$ cat src/rtl/shift_register_pkg.sv
// Shared default for the serial shift register depth.
package shift_register_pkg;

  localparam int DefaultN = 8;

endpackage

$ cat src/rtl/shift_stage.sv
// One bit of the shift chain: a D flip-flop with synchronous active-high reset
// to a parameterised value.
module shift_stage #(
  parameter bit RST_VAL = 1'b0
) (
  input  logic clk,
  input  logic rst,
  input  logic d_i,
  output logic q_o
);

  logic q_q;
  logic q_d;

  always_comb begin
    q_d = d_i;
  end

  always_ff @(posedge clk) begin
    if (rst) begin
      q_q <= RST_VAL;
    end else begin
      q_q <= q_d;
    end
  end

  assign q_o = q_q;

endmodule

$ cat src/rtl/shift_register.sv
// Serial-in / serial-out shift register of N stages with a parallel view of all stages.
// sh_out is the registered output of the last stage; there is no enable.
module shift_register
  import shift_register_pkg::*;
#(
  parameter int N       = DefaultN,
  parameter bit RST_VAL = 1'b0
) (
  input  logic         clk,
  input  logic         rst,
  input  logic         sh_in,
  output logic         sh_out,
  output logic [N-1:0] q
);

  if (N < 1) begin : g_bad_n
    $fatal(1, "shift_register: N must be >= 1");
  end

  logic [N-1:0] s;

  // Stage 0 takes the serial input; every later stage takes its predecessor.
  for (genvar i = 0; i < N; i++) begin : g_stage
    if (i == 0) begin : g_first
      shift_stage #(
        .RST_VAL(RST_VAL)
      ) u_stage (
        .clk(clk),
        .rst(rst),
        .d_i(sh_in),
        .q_o(s[0])
      );
    end else begin : g_chain
      shift_stage #(
        .RST_VAL(RST_VAL)
      ) u_stage (
        .clk(clk),
        .rst(rst),
        .d_i(s[i-1]),
        .q_o(s[i])
      );
    end
  end

  assign sh_out = s[N-1];
  assign q      = s;

endmodule

$ cat config.mk
export PLATFORM = sky130hd
export DESIGN_NAME = shift_register
export DESIGN_NICKNAME = d
export VERILOG_FILES = /design/src/rtl/shift_register_pkg.sv /design/src/rtl/shift_stage.sv /design/src/rtl/shift_register.sv
export SDC_FILE = /design/constraint.sdc
export NUM_CORES = 1
export LEC_CHECK = 0
export ABC_AREA = 1
export BUFFER_PORTS_ARGS = -buffer_cell sky130_fd_sc_hd__buf_2
export CORE_AREA = 2 2 39 41
export CTS_CLUSTER_SIZE = 10
export DETAILED_ROUTE_END_ITERATION = 6
export DIE_AREA = 0 0 41 43
export GPL_TIMING_DRIVEN = 0
export PLACE_DENSITY = 0.54
export SKIP_LAST_GASP = 1
export SYNTH_ARGS = -nofsm -noshare
export SYNTH_HDL_FRONTEND = slang
export SYNTH_SLANG_ARGS = --single-unit
$ cat constraint.sdc
create_clock -name clk -period 0.8 [get_ports clk]
set_input_delay 0.08 -clock clk [delete_from_list [all_inputs] [get_ports clk]]
set_output_delay 0.08 -clock clk [all_outputs]
set_load 0.05 [all_outputs]
==> results.json <==
{
  "hold_slack_ps": 23.7,
  "fin_nets": 46,
  "setup_violations": 9,
  "rsz0062_at_grt": "true",
  "layout_common_cells": "inv_1, nor2_1, dfxtp_2, buf_8, clkbuf_4",
  "synth_top_cell_area_share_pct": 54.9,
  "setup_slack_ps": -93.3,
  "avgSynthCellArea_sq_um": 8.83,
  "yosysSeqAreaShare_pct": 54.9,
  "finalCritPeriodShare_pct": 112,
  "maxCapViolations": 0,
  "routed_wl_microns": 413,
  "synth_seq_cells": 8,
  "vias_per_cell": 3.39,
  "top_layer": "met3",
  "syn2layout_area_growth_pct": 52.8,
  "die_area_sq_mm": 0.00176,
  "layout-drive-gt1-share_pct": 58.5,
  "hold-path-cell-count": 3,
  "syn_area_sq_um": 292,
  "drt-met1-wl_microns": 173,
  "hp-class": "primary input to flop",
  "violations": "setup timing",
  "syn_nets": 36,
  "comb_power_share_pct": 9.7,
  "power_frac_clock_pct": 38.4,
  "cts_root_buf": "clkbuf_4",
  "antenna_found_initial": 0,
  "worst-path-max-fanout": 2,
  "synth_top_family_by_area": "buffers and inverters",
  "switching_share_pct": 23.1,
  "gp_congestion": 0.561,
  "syn-instance-count": 33,
  "cts_made_buffers": 3,
  "ir_drop_uv": 628,
  "path_class": "flop to output port",
  "post_drt_wl_per_cell_microns": 7.25,
  "yosysUniqueCellTypes": 5,
  "critical_path.endpoint_type": "output port",
  "worst_pin_slew_ps": 146,
  "wl_met3_microns": 38,
  "dpl_cell_area_sq_um": 363,
  "synth_xor_area_share_pct": 0,
  "synthTopCellsByArea": "dfxtp_1, buf_4, inv_1",
  "yosys_warnings": 0,
  "power.internal_uw": 616,
  "drv_slew": 0,
  "diodes": 0,
  "finalHoldViolCount": 0,
  "synthAdderAreaFrac_pct": 0,
  "cts_tree": "yes",
  "fin_area_sq_um": 445,
  "power_density_mw_per_mm2": 1800,
  "yosys.area.top_type": "dfxtp_1",
  "start_kind": "flop",
  "fp-row-count": 14,
  "clock_skew_ps": 3.19,
  "die_y_microns": 43,
  "core_sq_mm": 0.00138,
  "grt_pass1_vias": 171,
  "drtIter0Drc": 0,
  "htree_levels": 1,
  "reg2reg_depth": 3,
  "fin_util_pct": 32.2,
  "synthSimpleGateAreaFrac_pct": 10.3,
  "path_clk_slew_ps": 60,
  "required_ps": 720,
  "synth_compound_area_share_pct": 0,
  "power_leakage_nw": 0.201,
  "start_util_pct": 21.1,
  "clkLatencyLatePin_ps": 250,
  "vias": 193,
  "layout_min_cycle_time_ps": 893,
  "fmax_mhz": 1120,
  "crit_path_max_incr_delay_ps": 320,
  "instances_no_fill": 57,
  "power.switching_uw": 185,
  "p_seq_share_pct": 51.8,
  "status": "finished with violations",
  "synth_mux_area_share_pct": 0,
  "relSlewSlack_pct": 90.3,
  "wl_met2_microns": 201,
  "cts_max_path_buffers": 2,
  "cp_cell_sequence": "buf_6 > buf_8",
  "ant_nets": 0,
  "arrival_ps": 810,
  "cp_slowest_cell": "dfxtp_2",
  "grt_remaining_overflow": 0,
  "dp.cells": 59,
  "grt_pass1_wl_microns": 648,
  "die_x_microns": 41,
  "drc": 0,
  "drt_pre_antenna_iters": 1,
  "ioPinCount": 12,
  "io_buffers": 10,
  "grt_max_degree": 9,
  "grt_use_total_pct": 5.85,
  "numClockSinks": 8
}
[critical path, delay by kind of cell, from the launching register on]
| kind | cells | cell delay (ps) |
|---|---|---|
| buffers and inverters | 2 | 250 |
| flip-flops | 1 | 320 |
[what timing repair did]
action | 4_1_cts | 5_1_grt
resized for setup | 33 | 0
hold buffers | 1 | 0
endpoints found under the setup margin | 9 | 9
hold endpoints to repair | 4 | 0
gates cloned | 0 | 0
setup buffers | 0 | 1
[layer usage]
metal	global-route usage, %	up-vias
li1	-	100
met1	6.84	85
met2	6.88	8
met3	3.14	0
met4	6.00	0
met5	0	-
[logic make-up (layout without fill, tap and decap cells)]
kind of cell / count (synthesis) / count (layout)
and+or+nand+nor: 8 / 8
buffers and inverters: 17 / 25
DFF: 8 / 8
[final timing paths]
kind                                                           startpoint                                         to  slack [ps]
worst max-delay path            g_stage[7].g_chain.u_stage.q_o$_SDFF_PP0_                                       q[7]         -90
worst min-delay path                                                sh_in  g_stage[0].g_first.u_stage.q_o$_SDFF_PP0_          20
worst max register to register  g_stage[1].g_chain.u_stage.q_o$_SDFF_PP0_  g_stage[2].g_chain.u_stage.q_o$_SDFF_PP0_         160
worst min register to register  g_stage[4].g_chain.u_stage.q_o$_SDFF_PP0_  g_stage[5].g_chain.u_stage.q_o$_SDFF_PP0_         430
[cell usage after synthesis]
cell	count
buf_4	8
buf_6	1
inv_1	8
dfxtp_1	8
nor2_1	8
[per-stage QoR]
step	total power [mW]	TNS (ps)	setup slack (ps)
floorplan	0.473	0	2.50
global placement	0.485	0	61.9
detailed placement	0.485	0	59.2
CTS	0.815	-349	-102
global route	0.847	-501	-117
finish	0.801	-220	-93.3
[area by class of cell]
type                    instances  area (sq um)
fillers                       149           938
clock buffers                   3          22.5
flip-flops and latches          8           170
well taps                      16          20.0
repair buffers                 12           150
multi-input cells               8          30.0
plain buffers                   2          22.5
inverters                       8          30.0
[power by group through the flow]
| stage | clock network (mW) | logic (mW) | registers [mW] |
|---|---|---|---|
| floorplan | 0 | 0.0546 | 0.419 |
| global placement | 0 | 0.0660 | 0.419 |
| detailed placement | 0 | 0.0663 | 0.419 |
| CTS | 0.324 | 0.0760 | 0.415 |
| global route | 0.349 | 0.0825 | 0.415 |
| finish | 0.308 | 0.0779 | 0.415 |
[state kept, by name, summed over array words and instances (netlist names)]
name / count
g_stage.g_chain.u_stage.q_o: 7
g_stage.g_first.u_stage.q_o: 1
No activity file was read; power rests on OpenSTA's default activity.
